## src/rtl/line_burst_adapter.sv

```systemverilog
// rtl/line_burst_adapter.sv - cache-line to 64-bit memory burst adapter
// One line request becomes a 4-beat read (assembled) or write (serialised) burst.
module line_burst_adapter #(
    parameter int ADDR_W = 32,
    parameter int LINE_W = 256,
    parameter int BEAT_W = 64,
    parameter int OFF_W  = 5
) (
    input  logic              clk_i,
    input  logic              rst_n_i,
    input  logic [ADDR_W-1:0] line_addr_i,
    input  logic [LINE_W-1:0] line_wdata_i,
    input  logic              line_read_i,
    input  logic              line_write_i,
    output logic [LINE_W-1:0] line_rdata_o,
    output logic              line_resp_o,
    output logic [ADDR_W-1:0] mem_addr_o,
    output logic              mem_read_o,
    output logic              mem_write_o,
    output logic [BEAT_W-1:0] mem_wdata_o,
    input  logic [BEAT_W-1:0] mem_rdata_i,
    input  logic              mem_resp_i
);
    localparam int BEATS = LINE_W / BEAT_W;
    localparam int CNT_W = $clog2(BEATS);

    typedef enum logic [2:0] {S_IDLE, S_RD, S_WR, S_DONE, S_RECOV} state_t;

    state_t              state_q, state_d;
    logic [CNT_W-1:0]    cnt_q, cnt_d;
    logic [ADDR_W-1:0]   addr_q, addr_d;
    logic [LINE_W-1:0]   buf_q, buf_d;
    logic [LINE_W-1:0]   rdata_q, rdata_d;
    logic [BEAT_W-1:0]   wdata_q, wdata_d;
    logic                resp_q, resp_d;
    logic                rd_q, rd_d;
    logic                wr_q, wr_d;
    logic [ADDR_W-1:0]   aligned_addr;
    logic                last_beat;
    logic                unused_off;

    assign aligned_addr = {line_addr_i[ADDR_W-1:OFF_W], {OFF_W{1'b0}}};
    assign last_beat    = (cnt_q == CNT_W'(BEATS - 1));
    assign unused_off   = ^line_addr_i[OFF_W-1:0];

    always_comb begin
        state_d = state_q;
        cnt_d   = cnt_q;
        addr_d  = addr_q;
        buf_d   = buf_q;
        rdata_d = rdata_q;
        wdata_d = wdata_q;
        rd_d    = rd_q;
        wr_d    = wr_q;
        resp_d  = 1'b0;
        case (state_q)
            S_IDLE: begin
                if (line_write_i) begin
                    addr_d  = aligned_addr;
                    buf_d   = line_wdata_i;
                    wdata_d = line_wdata_i[BEAT_W-1:0];
                    wr_d    = 1'b1;
                    state_d = S_WR;
                end else if (line_read_i) begin
                    addr_d  = aligned_addr;
                    rd_d    = 1'b1;
                    state_d = S_RD;
                end
            end
            S_RD: begin
                if (mem_resp_i) begin
                    rdata_d[BEAT_W*int'(cnt_q) +: BEAT_W] = mem_rdata_i;
                    if (last_beat) begin
                        cnt_d   = '0;
                        rd_d    = 1'b0;
                        resp_d  = 1'b1;
                        state_d = S_DONE;
                    end else begin
                        cnt_d = cnt_q + 1'b1;
                    end
                end
            end
            S_WR: begin
                // The buffer shifts down one beat per accept, so beat 0 is always the low slice.
                if (mem_resp_i) begin
                    buf_d = buf_q >> BEAT_W;
                    if (last_beat) begin
                        cnt_d   = '0;
                        wr_d    = 1'b0;
                        wdata_d = '0;
                        resp_d  = 1'b1;
                        state_d = S_DONE;
                    end else begin
                        cnt_d   = cnt_q + 1'b1;
                        wdata_d = buf_q[2*BEAT_W-1:BEAT_W];
                    end
                end
            end
            S_DONE:  state_d = S_RECOV;
            S_RECOV: state_d = S_IDLE;
            default: state_d = S_IDLE;
        endcase
    end

    always_ff @(posedge clk_i or negedge rst_n_i) begin
        if (!rst_n_i) begin
            state_q <= S_IDLE;
            cnt_q   <= '0;
            addr_q  <= '0;
            buf_q   <= '0;
            rdata_q <= '0;
            wdata_q <= '0;
            resp_q  <= 1'b0;
            rd_q    <= 1'b0;
            wr_q    <= 1'b0;
        end else begin
            state_q <= state_d;
            cnt_q   <= cnt_d;
            addr_q  <= addr_d;
            buf_q   <= buf_d;
            rdata_q <= rdata_d;
            wdata_q <= wdata_d;
            resp_q  <= resp_d;
            rd_q    <= rd_d;
            wr_q    <= wr_d;
        end
    end

    assign line_rdata_o = rdata_q;
    assign line_resp_o  = resp_q;
    assign mem_addr_o   = addr_q;
    assign mem_read_o   = rd_q;
    assign mem_write_o  = wr_q;
    assign mem_wdata_o  = wdata_q;
endmodule

```

## config.mk

```make
export PLATFORM = sky130hd
export DESIGN_NAME = line_burst_adapter
export DESIGN_NICKNAME = d
export VERILOG_FILES = /design/src/rtl/line_burst_adapter.sv
export SDC_FILE = /design/constraint.sdc
export NUM_CORES = 1
export LEC_CHECK = 0
export ABC_AREA = 1
export CORE_AREA = 8 8 267 269
export CTS_BUF_LIST = sky130_fd_sc_hd__clkbuf_4 sky130_fd_sc_hd__clkbuf_8
export DETAILED_ROUTE_END_ITERATION = 10
export DIE_AREA = 0 0 275 277
export GPL_TIMING_DRIVEN = 0
export PLACE_DENSITY_LB_ADDON = 0.1
export SLEW_MARGIN = 10
export SYNTH_ARGS = -nofsm -noshare
export SYNTH_HDL_FRONTEND = slang
export SYNTH_SLANG_ARGS = --single-unit
```

## constraint.sdc

```tcl
create_clock -name clk_i -period 2.7 [get_ports clk_i]
set_input_delay 0.675 -clock clk_i [delete_from_list [all_inputs] [get_ports clk_i]]
set_output_delay 0.675 -clock clk_i [all_outputs]
set_load 0.05 [all_outputs]
```

-- Word level (Yosys, flattened, before mapping)
Cells that the tools add are included.
- bits in registers: 616
- output and inout bits: 355
- word-level logic and storage cells: 65
- $add $sub $neg: 2
- eq/ne operators: 14
- shift-type cells: 2
- muxes and demuxes: 26
- reductions and logical operators: 12
- operators with widths (operator ; count):
    256-bit 2-to-1 mux ; 2
    256-bit one-hot mux with 2 select lines ; 1
    256-bit bitwise mux ; 1
    64-bit by 33-bit variable shift with 256-bit output, first input constant ; 1
    64-bit by 33-bit variable part select with 256-bit output ; 1
    64-bit 2-to-1 mux ; 3
    64-bit one-hot mux with 2 select lines ; 1
    32-bit 2-to-1 mux ; 2
    8-bit negation with 33-bit output ; 1
    2-bit != test, second input constant ; 7
    3-bit 2-to-1 mux ; 4
    3-bit one-hot mux with 3 select lines ; 1
    1-bit 2-to-1 mux ; 8
    3-bit by 2-bit equality test with 1-bit output, second input constant ; 2
    2-bit AND reduction ; 3
    3-bit AND reduction ; 2
    2-bit nonzero test ; 3
    5-bit AND reduction ; 1
    2-bit by 1-bit != test with 1-bit output, second input constant ; 2
    1-bit one-hot mux with 2 select lines ; 2
    4-bit AND reduction ; 1
    3-bit by 1-bit equality test with 1-bit output, second input constant ; 1
    3-bit logical NOT ; 1
    3-bit != test, second input constant ; 1
    4 further kinds ; 4

-- Depth between registers and ports, before layout
Gate-level depths: netlist (run 1).
- depth in word-level cells: 4
- depth in mapped cells: 9
- gate-level depth less buffers: 7

-- Worst setup path after synthesis (run 1)
No wires, ideal clock.
- kind: reg-to-reg
- from: reg cnt_q[0]
- to: reg rdata_q[235] (netlist: line_rdata_o[235])
- arrival time: 1.989 ns
- required time: 2.617 ns
- setup slack: 0.629 ns
- cell stages (with the launch flop): 8
- path buffers: 2
- cells stage by stage: dfrtp_1 -> inv_2 -> clkbuf_1 -> ha_1 -> nor2_1 -> clkbuf_1 -> nand2_1 -> o21ai_0
- word-level cells in the longest chain between the ends: 3
- RTL lines (what ; line ; text):
    start: declaration ; 30 ; logic [CNT_W-1:0] cnt_q, cnt_d;
    start signal: assignment ; 118 ; cnt_q <= cnt_d;
    8-bit negation with 33-bit output * ; 72 ; rdata_d[BEAT_W*int'(cnt_q) +: BEAT_W] = mem_rdata_i;
    64-bit by 33-bit variable part select with 256-bit output or 64-bit by 33-bit variable shift with 256-bit output (tied branches) ; 72 ;
    256-bit bitwise mux * ; 72 ;
    end signal: assignment ; 121 ; rdata_q <= rdata_d;
    end: declaration ; 33 ; logic [LINE_W-1:0] rdata_q, rdata_d;
Every way passes the cells marked *; elsewhere a longest branch is shown, timed or not.
A chain may end at the register's enable or synchronous reset.

-- Final worst setup path (run 1)
- from: reg wdata_q[30] (netlist: mem_wdata_o[30])
- to: out mem_wdata_o[30]
- RTL lines (what ; line ; text):
    start: declaration ; 34 ; logic [BEAT_W-1:0] wdata_q, wdata_d;
    start signal: assignment ; 122 ; wdata_q <= wdata_d;
    end: declaration ; 20 ; output logic [BEAT_W-1:0] mem_wdata_o,
No word-level cell between the ends.

==> qor.txt, run 1 <==
Synthesis Warnings: 0
GP Congestion: 0.917
Worst reg2reg path depth: 8
Worst path bufs/invs: 1
DIE WIDTH: 275 um
Core ar.: 66,800 um^2
Count leader, synth: nand2_1
Htree depth: 3
Rel. slew slack: 34.1%
Most frequent cells after synthesis: nand2_1, dfrtp_1, nand3_1, o21ai_0, inv_1
Period Utilization, post-route: 97.8%
P_leak: 17.1 nW
CP Class: reg -> out
Clock transition at path regs: 0.06 ns
HPWL Detailed: 80,200 um
Prevailing post-synth register cell: dfrtp_1
Max-cap violations: 0
Crit path cell chain: clkdlybuf4s50_1
Top post-synthesis cells by area: dfrtp_1, nand2_1, nand3_1, o21ai_0, inv_1
Vias in the first global route: 24,600
DRC: 0
Layout cell share with drive strength beyond 1: 8.16%
Yosys cell types: 24
Reg area: 13,700 um^2
Synthesized area per cell: 7.82 um^2
CP max stage delay: 0.84 ns
Crit-path max FO: 2
Starting Density: 37.5%
Pins over their slew limit: 0
Number of synthesized flops with an enable pin: 0
Clock Skew: 0.0270 ns
Post-synthesis compound-gate area fraction: 9.65%
R2r startpoint: cnt_q[0]
Number of fill cells: 6,608
First-pass GRT wire length: 155,000 um
Pwr dens: 1250 nW/um^2
Placed cell count: 4,786
Post-Synth Simple-Gate Area: 26.9%
Stages on the worst setup path: 1
Hold_sp: line_write_i
Asr flop ratio synth: 100%
Die H: 277 um
RR Endpoint: line_rdata_o[182]
Routed WL: 105,000 um
1st-iter DRT viols: 1,818
Bufs on Longest Clock Path: 3
Multi-input logic area: 9270 um^2
Flop-to-flop setup slack: 0.14 ns
Initial antenna violation count: 35
Worst slew pin tran: 0.989 ns
Final cell count without fillers: 4,989
Hold Fails Final Rpt: 0
Worst EP required: 2.03 ns
Synth top area share: 54.6%
Worst min path class: in -> reg
Maximum clock frequency: 0.379 GHz
Synth area leader: dfrtp_1
Status: complete, no violations
Yosys reg bits: 547
CP startpoint kind: register
Xor-xnor portion of the synthesized cell area: 0%
IO Port Bufs: 700
Cell area after synthesis: 25,100 um^2
Largest family of logic cells by synthesized area: simple AND/OR/NAND/NOR gates
CP arrival: 1.96 ns
Post-DP Area: 33,300 um^2
Largest net degree at the start of global routing: 105
Hold slack: 0.440 ns
Worst vdd ir: 0.623 mV
Die area: 76,200 um^2
Via count: 24,600
I/O pin count: 712
Worst Hold Depth: 4
Sequential area share after synthesis: 54.6%
Cell Rows: 95
Final instance area: 35,500 um^2
Vias per Instance: 4.92
Aggregate global routing overflow: 0
GRT Overall Usage: 26.8%
Post-synthesis mux area share: 0%
CTS Buf Count: 98
RSZ-0062 raised after global routing: no
Pre-antenna DRT Iters: 6
Final Power: 44.3 mW
Final nets: 4,382
Final setup fails: 0
CP max-delay cell: clkdlybuf4s50_1
Synth Area in Adders: 0.300%
Clock Sinks: 547
Fin crit period: 2.64 ns
Insertion delay to the later sink of the worst-skew pair: 0.70 ns
Crit path capture type: primary output
CTS tree: yes
Root buffer cell: clkbuf_8
Fin util: 53.1%
Final ANT Viol Nets: 0
WHS Endpoint: mem_read_o
Synthesized instance count: 3,204
Synthesis-to-finish area growth: 41.7%
Wire per inst: 21.1 um
Crit path max-delay family: buffers and inverters
-- through the flow --
stage | worst slack, ns | setup TNS (ns)
after floorplan | 0.629 | 0
after global placement | -25.04 | -
after detailed placement | -0.493 | -65.62
after CTS | 0.00203 | 0
after global routing | 0.00107 | 0
final | 0.0607 | 0
-- registers in the layout, indices dropped and copies added (netlist names) --
signal	flops
line_rdata_o	256
buf_q	192
mem_wdata_o	64
mem_addr_o	27
state_q	3
cnt_q	2
line_resp_o	1
mem_read_o	1
mem_write_o	1
-- how the worst max path moves through the flow --
stage                       from                 to
2_1_floorplan           cnt_q[0]  line_rdata_o[235]
3_3_place_gp             rst_n_i  line_rdata_o[172]
3_5_place_dp            cnt_q[0]  line_rdata_o[236]
4_1_cts        line_rdata_o[104]  line_rdata_o[104]
5_1_grt                 cnt_q[0]  line_rdata_o[182]
6_report         mem_wdata_o[30]    mem_wdata_o[30]
-- power by group --
| part | internal (mW) | leakage [nW] | switching, mW |
|---|---|---|---|
| clock network | 4.53 | 1.07 | 3.56 |
| logic | 6.90 | 8.82 | 16.4 |
| registers | 11.3 | 7.21 | 1.61 |
-- cell families after synthesis --
logic type | Yosys count
buf+inv | 502
fa+ha+maj | 6
flops | 547
other cells | 1
compound gates | 482
simple gates | 1666
-- per-layer routing --
layer | routed length [um] | track usage (%)
met1 | 43100 | 33.3
met2 | 48600 | 42.7
met3 | 9290 | 8.72
met4 | 4070 | 10.9
met5 | 126 | 0
-- timing repair --
| item | 4_1_cts | 5_1_grt |
|---|---|---|
| cloned | 0 | 1 |
| endpoints found under the setup margin | 213 | 181 |
| buffers inserted | 2 | 2 |
| gates resized for setup | 19 | 21 |
| endpoints found under the hold margin | 66 | 0 |
| hold buffers | 1 | 0 |
| pin swaps | 1 | 1 |
-- layout make-up --
| class | instances | area share [%] |
|---|---|---|
| sequential | 547 | 38.6 |
| multi-input combinational | 2159 | 26.1 |
| timing repair buffer | 711 | 20.4 |
| clock buffer | 165 | 5.52 |
| buffer | 241 | 3.25 |
| tap | 873 | 3.08 |
| inverter | 261 | 2.76 |
| antenna | 24 | 0.169 |
| clock inverter | 8 | 0.162 |
-- cell usage in the layout, fill, tap and decap left out, types with 5 or more instances in the layout --
master           netlist  routed
clkbuf_1             102      91
diode_2                0      24
clkbuf_4               0      50
buf_16                 0       5
buf_4                 28      30
clkbuf_8               0     115
o21ai_0              288     288
dfrtp_1              547     547
clkbuf_2               0      10
inv_2                  6       6
conb_1                 1       5
nor3_1                38      38
nor2_1                67      66
buf_2                 98      98
buf_1                 12      13
nand3_1              327     327
nand2_1             1225    1225
dlygate4sd2_1          0      15
ha_1                   6       6
o21ai_1              191     191
clkdlybuf4s50_1        0     681
inv_1                255     255
(Power assumes the default switching activity.)
==> inputs of run 2 (changes only) <==
--- a/config.mk
+++ b/config.mk
@@ -6,13 +6,14 @@
 export NUM_CORES = 1
 export LEC_CHECK = 0
 export ABC_AREA = 1
-export CORE_AREA = 8 8 267 269
+export CORE_AREA = 8 8 269 271
 export CTS_BUF_LIST = sky130_fd_sc_hd__clkbuf_4 sky130_fd_sc_hd__clkbuf_8
 export DETAILED_ROUTE_END_ITERATION = 10
-export DIE_AREA = 0 0 275 277
+export DIE_AREA = 0 0 277 279
 export GPL_TIMING_DRIVEN = 0
 export PLACE_DENSITY_LB_ADDON = 0.1
-export SLEW_MARGIN = 10
+export SETUP_SLACK_MARGIN = 0.15
+export SLEW_MARGIN = 15
 export SYNTH_ARGS = -nofsm -noshare
 export SYNTH_HDL_FRONTEND = slang
 export SYNTH_SLANG_ARGS = --single-unit
==> run 2 against run 1 <==
- critical path depth increased by 7
- critical path type is now reg -> reg
- utilization fell by 1.3 points
- critical endpoint is now line_rdata_o[102]
- die area is 1.5% higher
==> qor.txt, run 2 (synthesis gave the netlist of run 1 again) <==
GP Congestion: 0.907 (-1.1%)
Insertion delay to the later sink of the worst-skew pair: 0.70 ns (about the same)
Synthesis-to-finish area growth: 40.6%
I/O pin count: 712 (unchanged)
P_sw: 21.7 mW (+0.73%)
Final nets: 4,384 (+0.046%)
DIE WIDTH: 277 um (+0.73%)
Routed WL: 107,000 um (+1.7%)
Rel. slew slack: 31.1% (-3.0 points)
Vias per Instance: 4.91 (-0.36%)
Clock Skew: 0.0444 ns (+0.0173 ns)
CP max stage delay: 0.51 ns (-0.33 ns)
Vias in the first global route: 24,900 (+1.2%)
Layout cell share with drive strength beyond 1: 8.61% (+0.45 points)
Pre-antenna DRT Iters: 5 (-1)
Pre-CTS setup slack: -0.517 ns (-0.0236 ns)
Status: complete, no violations
CP startpoint kind: register
Max-cap violations: 0 (unchanged)
Bufs on Longest Clock Path: 3 (unchanged)
Clock transition at path regs: 0.06 ns (about the same)
Final ANT Viol Nets: 0 (unchanged)
Final setup fails: 0 (unchanged)
Die area: 77,300 um^2 (+1.5%)
First-pass GRT wire length: 159,000 um (+2.3%)
Cell Rows: 96 (+1.1%)
Crit path max-delay family: buffers and inverters
Pwr dens: 1230 nW/um^2 (-1.1%)
Hold Fails Final Rpt: 0 (unchanged)
Via count: 24,500 (-0.20%)
DRC: 0 (unchanged)
Reg power frac: 29.5% (+0.4 points)
CP arrival: 3.07 ns (+1.11 ns)
IO Port Bufs: 700 (unchanged)
Commonest cells after routing, fill and taps aside: nand2_1, dfrtp_1, dlygate4sd2_1, clkdlybuf4s50_1, nand3_1
Sw Ratio: 50.0% (+1.3 points)
HPWL Detailed: 81,200 um (+1.3%)
Clock share of power: 19.2% (+0.9 points)
Wire per inst: 21.4 um (+1.6%)
Aggregate global routing overflow: 0 (unchanged)
Max reg flops: 256 (unchanged)
Hold slack: 0.409 ns (-0.0305 ns)
CTS Buf Count: 98 (unchanged)
Number of fill cells: 6,743 (+2.0%)
Worst slew pin tran: 1.03 ns (+0.0443 ns)
Die H: 279 um (+0.72%)
Combinational power share: 51.3% (-1.3 points)
Maximum clock frequency: 0.406 GHz (+7.1%)
Worst EP required: 3.31 ns (+1.28 ns)
Pins over their slew limit: 0 (unchanged)
Initial antenna violation count: 31 (-11%)
Root buffer cell: clkbuf_8
P_leak: 18.5 nW (+8.4%)
Core ar.: 68,000 um^2 (+1.8%)
Clock Sinks: 547 (unchanged)
CP max-delay cell: dfrtp_1
RSZ-0062 raised after global routing: yes
Starting Density: 36.8% (-0.65 points)
Worst min path class: in -> reg
GRT Overall Usage: 26.9% (+0.047 points)
Period Utilization, post-route: 91.2% (-6.5 points)
CTS tree: yes
Crit path capture type: register
Commonest non-fill, non-tap cell in the layout: nand2_1
Htree depth: 3 (unchanged)
1st-iter DRT viols: 1,692 (-6.9%)
Crit path cell chain: inv_2 -> clkbuf_2 -> ha_1 -> nand2_1 -> inv_2 -> buf_1 -> nand2_1 -> o21ai_1
Worst path bufs/invs: 4 (+3)
Largest net degree at the start of global routing: 90 (-14%)
Pint: 21.7 mW (-4.3%)
Worst vdd ir: 0.690 mV (+11%)
Worst Slack Setup Final: 0.237 ns (+0.176 ns)
Fin crit period: 2.46 ns (-0.176 ns)
CP Class: reg -> reg
Crit-path max FO: 12 (+10)
run 2: cell types whose count changed in the layout (fill, tap and decap cells not counted), moves of 3 or more:
cell and delta:
buf_4 +3, clkbuf_2 +15, clkbuf_1 -17, clkbuf_4 -19, clkdlybuf4s50_1 -332, clkinvlp_4 -3
clkbuf_8 +14, dlygate4sd2_1 +335, dlymetal6s2s_1 -3, inv_8 +3
run 2: what timing repair did:
action / CTS / global route
pin swaps: 1 / 0
gates resized for setup: 360 / 50
setup endpoints to repair: 570 / 182
cloned: 0 / 0
buffers inserted: 6 / 0
hold buffers: 1 / 0
hold endpoints to repair: 33 / 0
run 2: per-stage QoR:
stage                     cells  TNS (ns)  utilization (%)  instance area [um^2]  total power [mW]
after global routing       4991         0             51.8                 35200              46.2
after floorplan            3208         0                -                 25100              27.3
final                      4997         0             51.8                 35200              43.5
after global placement     4790         -             48.8                 33200              36.2
after detailed placement   4797    -76.75             49.1                 33400              36.3
after CTS                  4972         0             51.6                 35100              43.6
run 2: metal layers:
metal / vias up / track usage (%) / wire length (um)
met1: 11600 / 34.4 / 45000
met5: - / 0 / 89
met3: 186 / 7.07 / 8330
met4: 12 / 11.1 / 3680
li1: 11800 / - / -
met2: 870 / 43.2 / 50000
run 2: final cells by class:
cell class | instances | area (um^2) | share of cell area (%)
Antenna cell | 26 | 65.1 | 0.185
Buffer | 240 | 1180 | 3.34
Inverter | 261 | 982 | 2.79
Tap cell | 882 | 1100 | 3.13
Multi-Input combinational cell | 2159 | 9280 | 26.4
Sequential cell | 547 | 13700 | 38.9
Timing Repair Buffer | 714 | 6830 | 19.4
Clock buffer | 158 | 1990 | 5.66
Clock inverter | 10 | 86.3 | 0.245
run 2: worst paths after layout:
path / depth (start not counted) / startpoint / slack [ns] / to
worst max-delay path: 8 / cnt_q[0] / 0.24 / line_rdata_o[102]
worst min-delay path: 4 / line_write_i / 0.41 / mem_read_o
worst max register to register: 8 / cnt_q[0] / 0.24 / line_rdata_o[102]
worst min register to register: 2 / line_rdata_o[51] / 0.47 / line_rdata_o[51]
max in group asynchronous: 5 / rst_n_i / 0.72 / mem_addr_o[11]
min in group asynchronous: 2 / rst_n_i / 0.43 / mem_wdata_o[12]
run 2: worst register-to-register path, cell delays in order (launching register included):
cell,delay [ns]
dfrtp_1,0.51
inv_2,0.13
clkbuf_2,0.27
ha_1,0.42
nand2_1,0.13
inv_2,0.19
buf_1,0.48
nand2_1,0.12
o21ai_1,0.15
run 2: power groups by stage:
stage	clock network [mW]	logic, mW	registers (mW)
global route	8.88	24.2	13.1
global placement	0	23.2	13.0
detailed placement	0	23.3	13.0
floorplan	0	8.54	18.7
CTS	8.51	22.3	12.8
finish	8.36	22.3	12.8
